--- src/rtl/hamming_flit_decoder_if.sv ---
// Handshake and status bundle between the flit splitter, the decoder and the router core.
// The master drives the codeword/address channels; the slave is the decoder itself.
interface hamming_flit_decoder_if #(
  parameter int unsigned CNT_W = 8,
  parameter int unsigned TOT_W = 16
) ();

  logic             in_data_valid;
  logic [6:0]       in_data;
  logic             in_data_ready;
  logic             in_addr_valid;
  logic [3:0]       in_addr;
  logic             in_addr_ready;
  logic             out_valid;
  logic             out_ready;
  logic [3:0]       out_data;
  logic [3:0]       out_addr;
  logic             out_corrected;
  logic             clear_counts;
  logic [CNT_W-1:0] corr_count;
  logic [TOT_W-1:0] tot_count;

  modport master (
    output in_data_valid, in_data, in_addr_valid, in_addr, out_ready, clear_counts,
    input  in_data_ready, in_addr_ready, out_valid, out_data, out_addr, out_corrected,
           corr_count, tot_count
  );

  modport slave (
    input  in_data_valid, in_data, in_addr_valid, in_addr, out_ready, clear_counts,
    output in_data_ready, in_addr_ready, out_valid, out_data, out_addr, out_corrected,
           corr_count, tot_count
  );

endinterface

--- src/rtl/hamming_flit_decoder.sv ---
// Joins codeword and address channels, corrects single-bit Hamming(7,4) errors and delivers
// data+address through a two-stage valid/ready pipeline with delivered/corrected counters.
module hamming_flit_decoder #(
  parameter int unsigned CNT_W = 8,
  parameter int unsigned TOT_W = 16
) (
  input logic                   clk,
  input logic                   rst_n,
  hamming_flit_decoder_if.slave flit_io
);

  // Stage 1: raw codeword and address as joined from the two channels.
  logic       s1_valid_q, s1_valid_d;
  logic [6:0] s1_code_q, s1_code_d;
  logic [3:0] s1_addr_q, s1_addr_d;

  // Stage 2: decoded result presented to the router core.
  logic       s2_valid_q, s2_valid_d;
  logic [3:0] s2_data_q, s2_data_d;
  logic [3:0] s2_addr_q, s2_addr_d;
  logic       s2_corr_q, s2_corr_d;

  logic [CNT_W-1:0] corr_cnt_q, corr_cnt_d;
  logic [TOT_W-1:0] tot_cnt_q, tot_cnt_d;

  logic       s1_ready;
  logic       s2_ready;
  logic       in_fire;
  logic       out_fire;

  logic [2:0] syndrome;
  logic [6:0] flip_mask;
  logic [6:0] code_fixed;
  logic [3:0] dec_data;
  logic       dec_corr;

  // Handshake
  assign s2_ready = ~s2_valid_q | flit_io.out_ready;
  assign s1_ready = ~s1_valid_q | s2_ready;
  assign in_fire  = flit_io.in_data_valid & flit_io.in_addr_valid & s1_ready;
  assign out_fire = s2_valid_q & flit_io.out_ready;

  // Each channel's ready depends on the other's valid so a lone valid is never consumed.
  assign flit_io.in_data_ready = flit_io.in_addr_valid & s1_ready;
  assign flit_io.in_addr_ready = flit_io.in_data_valid & s1_ready;

  // Decode of the stage-1 codeword; bit i is Hamming position i+1.
  always_comb begin
    syndrome[0] = s1_code_q[0] ^ s1_code_q[2] ^ s1_code_q[4] ^ s1_code_q[6];
    syndrome[1] = s1_code_q[1] ^ s1_code_q[2] ^ s1_code_q[5] ^ s1_code_q[6];
    syndrome[2] = s1_code_q[3] ^ s1_code_q[4] ^ s1_code_q[5] ^ s1_code_q[6];

    flip_mask = '0;
    for (int i = 0; i < 7; i++) begin
      if (syndrome == 3'(i + 1)) begin
        flip_mask[i] = 1'b1;
      end
    end

    code_fixed = s1_code_q ^ flip_mask;
    dec_data   = {code_fixed[6], code_fixed[5], code_fixed[4], code_fixed[2]};
    dec_corr   = |syndrome;
  end

  // Pipeline next state
  always_comb begin
    s1_valid_d = s1_valid_q;
    s1_code_d  = s1_code_q;
    s1_addr_d  = s1_addr_q;
    s2_valid_d = s2_valid_q;
    s2_data_d  = s2_data_q;
    s2_addr_d  = s2_addr_q;
    s2_corr_d  = s2_corr_q;

    if (s1_ready) begin
      s1_valid_d = in_fire;
      if (in_fire) begin
        s1_code_d = flit_io.in_data;
        s1_addr_d = flit_io.in_addr;
      end
    end

    if (s2_ready) begin
      s2_valid_d = s1_valid_q;
      if (s1_valid_q) begin
        s2_data_d = dec_data;
        s2_addr_d = s1_addr_q;
        s2_corr_d = dec_corr;
      end
    end
  end

  // Counters: clear wins over a same-cycle delivery; corrected count saturates.
  always_comb begin
    corr_cnt_d = corr_cnt_q;
    tot_cnt_d  = tot_cnt_q;

    if (flit_io.clear_counts) begin
      corr_cnt_d = '0;
      tot_cnt_d  = '0;
    end else if (out_fire) begin
      tot_cnt_d = tot_cnt_q + TOT_W'(1);
      if (s2_corr_q && (corr_cnt_q != '1)) begin
        corr_cnt_d = corr_cnt_q + CNT_W'(1);
      end
    end
  end

  always_ff @(posedge clk or negedge rst_n) begin
    if (!rst_n) begin
      s1_valid_q <= 1'b0;
      s1_code_q  <= '0;
      s1_addr_q  <= '0;
      s2_valid_q <= 1'b0;
      s2_data_q  <= '0;
      s2_addr_q  <= '0;
      s2_corr_q  <= 1'b0;
      corr_cnt_q <= '0;
      tot_cnt_q  <= '0;
    end else begin
      s1_valid_q <= s1_valid_d;
      s1_code_q  <= s1_code_d;
      s1_addr_q  <= s1_addr_d;
      s2_valid_q <= s2_valid_d;
      s2_data_q  <= s2_data_d;
      s2_addr_q  <= s2_addr_d;
      s2_corr_q  <= s2_corr_d;
      corr_cnt_q <= corr_cnt_d;
      tot_cnt_q  <= tot_cnt_d;
    end
  end

  assign flit_io.out_valid     = s2_valid_q;
  assign flit_io.out_data      = s2_data_q;
  assign flit_io.out_addr      = s2_addr_q;
  assign flit_io.out_corrected = s2_corr_q;
  assign flit_io.corr_count    = corr_cnt_q;
  assign flit_io.tot_count     = tot_cnt_q;

endmodule
--- src/flat_wrapper.sv ---
// flat-port wrapper written by rule: the top's interface ports become plain ports
module hamming_flit_decoder_flat 
#(
  parameter int unsigned CNT_W = 8,
  parameter int unsigned TOT_W = 16
)
  (clk, rst_n, flit_io_in_data_valid, flit_io_in_data, flit_io_in_addr_valid, flit_io_in_addr, flit_io_out_ready, flit_io_clear_counts, flit_io_in_data_ready, flit_io_in_addr_ready, flit_io_out_valid, flit_io_out_data, flit_io_out_addr, flit_io_out_corrected, flit_io_corr_count, flit_io_tot_count);
  hamming_flit_decoder_if #(.CNT_W(CNT_W), .TOT_W(TOT_W)) flit_io_i ();
  input logic clk;
  input logic rst_n;
  input wire logic [$bits(flit_io_i.in_data_valid)-1:0] flit_io_in_data_valid;
  input wire logic [$bits(flit_io_i.in_data)-1:0] flit_io_in_data;
  input wire logic [$bits(flit_io_i.in_addr_valid)-1:0] flit_io_in_addr_valid;
  input wire logic [$bits(flit_io_i.in_addr)-1:0] flit_io_in_addr;
  input wire logic [$bits(flit_io_i.out_ready)-1:0] flit_io_out_ready;
  input wire logic [$bits(flit_io_i.clear_counts)-1:0] flit_io_clear_counts;
  output wire logic [$bits(flit_io_i.in_data_ready)-1:0] flit_io_in_data_ready;
  output wire logic [$bits(flit_io_i.in_addr_ready)-1:0] flit_io_in_addr_ready;
  output wire logic [$bits(flit_io_i.out_valid)-1:0] flit_io_out_valid;
  output wire logic [$bits(flit_io_i.out_data)-1:0] flit_io_out_data;
  output wire logic [$bits(flit_io_i.out_addr)-1:0] flit_io_out_addr;
  output wire logic [$bits(flit_io_i.out_corrected)-1:0] flit_io_out_corrected;
  output wire logic [$bits(flit_io_i.corr_count)-1:0] flit_io_corr_count;
  output wire logic [$bits(flit_io_i.tot_count)-1:0] flit_io_tot_count;
  assign flit_io_i.in_data_valid = flit_io_in_data_valid;
  assign flit_io_i.in_data = flit_io_in_data;
  assign flit_io_i.in_addr_valid = flit_io_in_addr_valid;
  assign flit_io_i.in_addr = flit_io_in_addr;
  assign flit_io_i.out_ready = flit_io_out_ready;
  assign flit_io_i.clear_counts = flit_io_clear_counts;
  assign flit_io_in_data_ready = flit_io_i.in_data_ready;
  assign flit_io_in_addr_ready = flit_io_i.in_addr_ready;
  assign flit_io_out_valid = flit_io_i.out_valid;
  assign flit_io_out_data = flit_io_i.out_data;
  assign flit_io_out_addr = flit_io_i.out_addr;
  assign flit_io_out_corrected = flit_io_i.out_corrected;
  assign flit_io_corr_count = flit_io_i.corr_count;
  assign flit_io_tot_count = flit_io_i.tot_count;
  hamming_flit_decoder #(.CNT_W(CNT_W), .TOT_W(TOT_W)) u_core (.clk(clk), .rst_n(rst_n), .flit_io(flit_io_i));
endmodule
--- config.mk ---
export PLATFORM = sky130hd
export DESIGN_NAME = hamming_flit_decoder_flat
export DESIGN_NICKNAME = d
export VERILOG_FILES = /design/src/rtl/hamming_flit_decoder_if.sv /design/src/rtl/hamming_flit_decoder.sv /design/src/flat_wrapper.sv
export SDC_FILE = /design/constraint.sdc
export NUM_CORES = 1
export LEC_CHECK = 0
export ABC_CLOCK_PERIOD_IN_PS = 1850
export BUFFER_PORTS_ARGS = -buffer_cell sky130_fd_sc_hd__clkbuf_2
export CORE_MARGIN = 8
export CORE_UTILIZATION = 30
export DETAILED_ROUTE_END_ITERATION = 7
export PLACE_DENSITY = 0.51
export SYNTH_ARGS = -nofsm -noshare
export SYNTH_HDL_FRONTEND = slang
export SYNTH_SLANG_ARGS = --single-unit
export TNS_END_PERCENT = 1
--- constraint.sdc ---
create_clock -name clk -period 1.85 [get_ports clk]
set_clock_uncertainty 0.05 [all_clocks]
set_input_delay 0 -clock clk [delete_from_list [all_inputs] [get_ports clk]]
set_output_delay 0 -clock clk [all_outputs]
set_load 0.05 [all_outputs]
==> impl_metrics.toml <==
[placed_design]
io_buffers = 52
dp.cells = 370
place_congestion = 0.716
post-dp-hpwl_um = 3870

[grt]
grt.total_usage_pct = 11.0
grt_pass1_wl_um = 9130
grt_pass1_vias = 1900
grt_max_degree = 33
antenna_found_initial = 0
overflow = 0

[critical_path]
worstPathCellList = "ha_2, and4_1, or4_4, or3_1, a21oi_2"
cp.depth = 5
crit_slowest_cell = "or4_4"
cp_max_fo = 3
cp.arrival_ns = 2.01
critPathBufInv = 0
r2r_cells = 5
critPathMaxStageDelay_ns = 0.49
cp.required_ns = 2.03
cp-start-kind = "flop"
critical_path_class = "reg -> reg"
endpoint_kind = "flop"
cp_top_family = "simple AND/OR/NAND/NOR gates"

[timing]
final_hold_viol_count = 0
timing.fmax_mhz = 546
drv_slew = 0
slew_headroom_pct = 66.5
setup_tns_ns = 0
rsz0062_at_grt = "yes"
fin_crit_sh_pct = 99.0
min_period_ns = 1.83
setup_viol = 0
worst_slew_pin_slew_ns = 0.501

[power_and_ir_drop]
ir_worst_vdd_v = 0.000430
p_int_uw = 1760
p_per_area_nw_per_um2 = 974
p_clk_share_pct = 22.6
p_leak_uw = 0.00132
p_sw_share_pct = 38.8
pwr-share-comb_pct = 34.0
p_seq_share_pct = 43.4
power_uw = 2880
p_switching_uw = 1120

[yosys]
synth-adder-area-share_pct = 1.13
synth_top_family_by_area = "simple AND/OR/NAND/NOR gates"
synth-warning-count = 0
synthMuxAreaShare_pct = 6.07
ys_ff_latch = 46
synth-simple-area-share_pct = 20.8
synth-xor-area-share_pct = 11.4
synth_area_per_cell_um2 = 10.6
netlist_area_um2 = 2210
synth_top_area_cell = "dfrtp_1"
yosysUniqueCellTypes = 35
synth_top_area_share_pct = 52.2
synthesis.instances = 209
synth_fp_nets = 228
synthTopCellsByArea = "dfrtp_1 (52%), mux2_2 (5.6%), xor2_1 (5.2%), xnor2_1 (4.8%), nand2_1 (4.1%)"
ys_seq_area_share_pct = 52.2
synth-compound-area-share_pct = 7.31

[detailed_routing]
drtPass1Iterations = 4
drtIter0Drc = 23
num_vias = 1805
finalWirelength_um = 5170
drcViolationCount = 0
final_antenna_net_count = 0
viasPerCell = 4.62
avgRoutedWirePerCell_um = 13.2

[floorplan]
io_pins = 53
rows = 31
start_util_pct = 30.8
die_h_um = 102
core_um2 = 7180
die_w_um = 102
dieArea_um2 = 10400

[finish]
final_nets = 310
area_growth_pct = 33.8
layout_common_cells = "clkbuf_2 (52), dfrtp_1 (40), nand2_1 (24)"
drive_gt1_share_pct = 34.9
fin_cells = 391
post-route-util_pct = 41.2
final_common_cell = "clkbuf_2"
n_antenna_cell = 0
nFillCells = 719

[cts]
cts.clk_slew.worst_paths_ns = 0.09
cts.sinks = 46
cts_made_buffers = 5
ctsRootBufferMaster = "clkbuf_8"
insertion_delay_ns = 0.30
cts_tree = "built"
cts_max_level = 2
cts_buffer_depth = 2

[hold_path]
hold_class = "in -> reg"
holdPathStages = 4

[flow_run]
maxCapViolCount = 0

[outcome]
status = "completed"
routing by layer:
layer | up-vias | wire length (µm) | GRT usage (%)
li1 | 911 | - | -
met1 | 842 | 2320 | 13.5
met2 | 45 | 2420 | 18.0
met3 | 7 | 356 | 3.51
met4 | 0 | 65 | 3.55
met5 | - | 0 | 0
final cells by class:
type / instances / area (µm²) / share of cell area [%]
Sequential cell: 46 / 1160 / 39.2
Multi-Input combinational cell: 157 / 1060 / 35.8
Timing Repair Buffer: 80 / 515 / 17.5
Tap cell: 99 / 124 / 4.19
Clock buffer: 6 / 82.6 / 2.80
Clock inverter: 2 / 12.5 / 0.424
Inverter: 1 / 3.75 / 0.127
state kept, by name, summed over array words and instances, names as in the netlist:
register / count
u_core.flit_io.out_data: 4
u_core.flit_io.out_corrected: 1
u_core.s1_code_q: 7
u_core.flit_io.corr_count: 8
u_core.s1_addr_q: 4
u_core.s1_valid_q: 1
u_core.flit_io.out_valid: 1
u_core.flit_io.out_addr: 4
u_core.flit_io.tot_count: 16
stage by stage:
step / area [µm²] / worst slack (ns) / hold WS, ns
after floorplan: 2220 / -0.146 / -0.346
after global placement: 2700 / 0.0245 / -0.0929
after detailed placement: 2700 / 0.000187 / -0.0904
after CTS: 2930 / 0.0197 / 0.0790
after global routing: 2950 / -0.0567 / 0.134
final: 2950 / 0.0186 / 0.0865
kinds of logic after synthesis:
| kind of cell | Yosys count |
|---|---|
| adder cells (fa/ha/maj) | 2 |
| XOR/XNOR | 27 |
| buffers and inverters | 6 |
| flip-flops | 46 |
| AND/OR/NAND/NOR | 90 |
| multiplexers | 12 |
| AO/OA/AOI/OAI | 26 |
cell usage after synthesis:
| cell | n |
|---|---|
| a2111oi_0 | 1 |
| buf_2 | 2 |
| o41ai_1 | 1 |
| nor4_1 | 3 |
| clkbuf_1 | 3 |
| mux2_2 | 11 |
| a21oi_1 | 8 |
| xor2_1 | 13 |
| or3_1 | 5 |
| and3_1 | 2 |
| and4_1 | 3 |
| inv_1 | 1 |
| xnor2_2 | 2 |
| o31ai_1 | 4 |
| dfrtp_1 | 46 |
| mux2i_1 | 1 |
| xnor2_1 | 12 |
| nand4_1 | 6 |
| nand2_1 | 24 |
| nor2b_1 | 2 |
| o21ai_0 | 6 |
| nor2_1 | 21 |
| ha_1 | 2 |
| or4_4 | 1 |
| or3b_2 | 1 |
| or2_2 | 1 |
| or4_1 | 4 |
| a41o_1 | 1 |
| and2_1 | 3 |
| a41oi_1 | 1 |
| nand2b_1 | 1 |
| nor3_1 | 2 |
| nand3_1 | 10 |
| a31oi_1 | 4 |
| nand3_2 | 1 |
tightest hold or removal path, cell delays in order:
cell and delay (ns):
clkbuf_2 0.09, nand3_1 0.06, buf_4 0.19, nand2_1 0.07
final timing paths:
kind                                                               start  slack, ns                                  endpoint
worst max-delay path            u_core.flit_io.corr_count[0]$_DFFE_PN0P_       0.02  u_core.flit_io.corr_count[7]$_DFFE_PN0P_
worst min-delay path                               flit_io_in_addr_valid       0.09             u_core.s1_valid_q$_DFFE_PN0N_
worst max register to register  u_core.flit_io.corr_count[0]$_DFFE_PN0P_       0.02  u_core.flit_io.corr_count[7]$_DFFE_PN0P_
worst min register to register    u_core.flit_io.out_addr[3]$_DFFE_PN0P_       0.43    u_core.flit_io.out_addr[3]$_DFFE_PN0P_
max in group asynchronous                                          rst_n       1.11           u_core.s1_code_q[6]$_DFFE_PN0P_
min in group asynchronous                                          rst_n       0.12  u_core.flit_io.tot_count[10]$_DFFE_PN0P_
repair_timing:
item | in CTS | in global routing
hold endpoints to repair | 58 | 0
hold buffers | 13 | 0
pin swaps | 2 | 1
buffers inserted | 0 | 0
resized for setup | 0 | 6
endpoints found under the setup margin | 1 | 6
power groups by stage:
stage,clock network (µW),logic [µW],registers [µW]
global placement,0,959,1260
global route,720,1080,1270
detailed placement,0,967,1260
CTS,682,990,1250
finish,650,980,1250
floorplan,0,395,1570
Power figures use the tool's default switching activity.
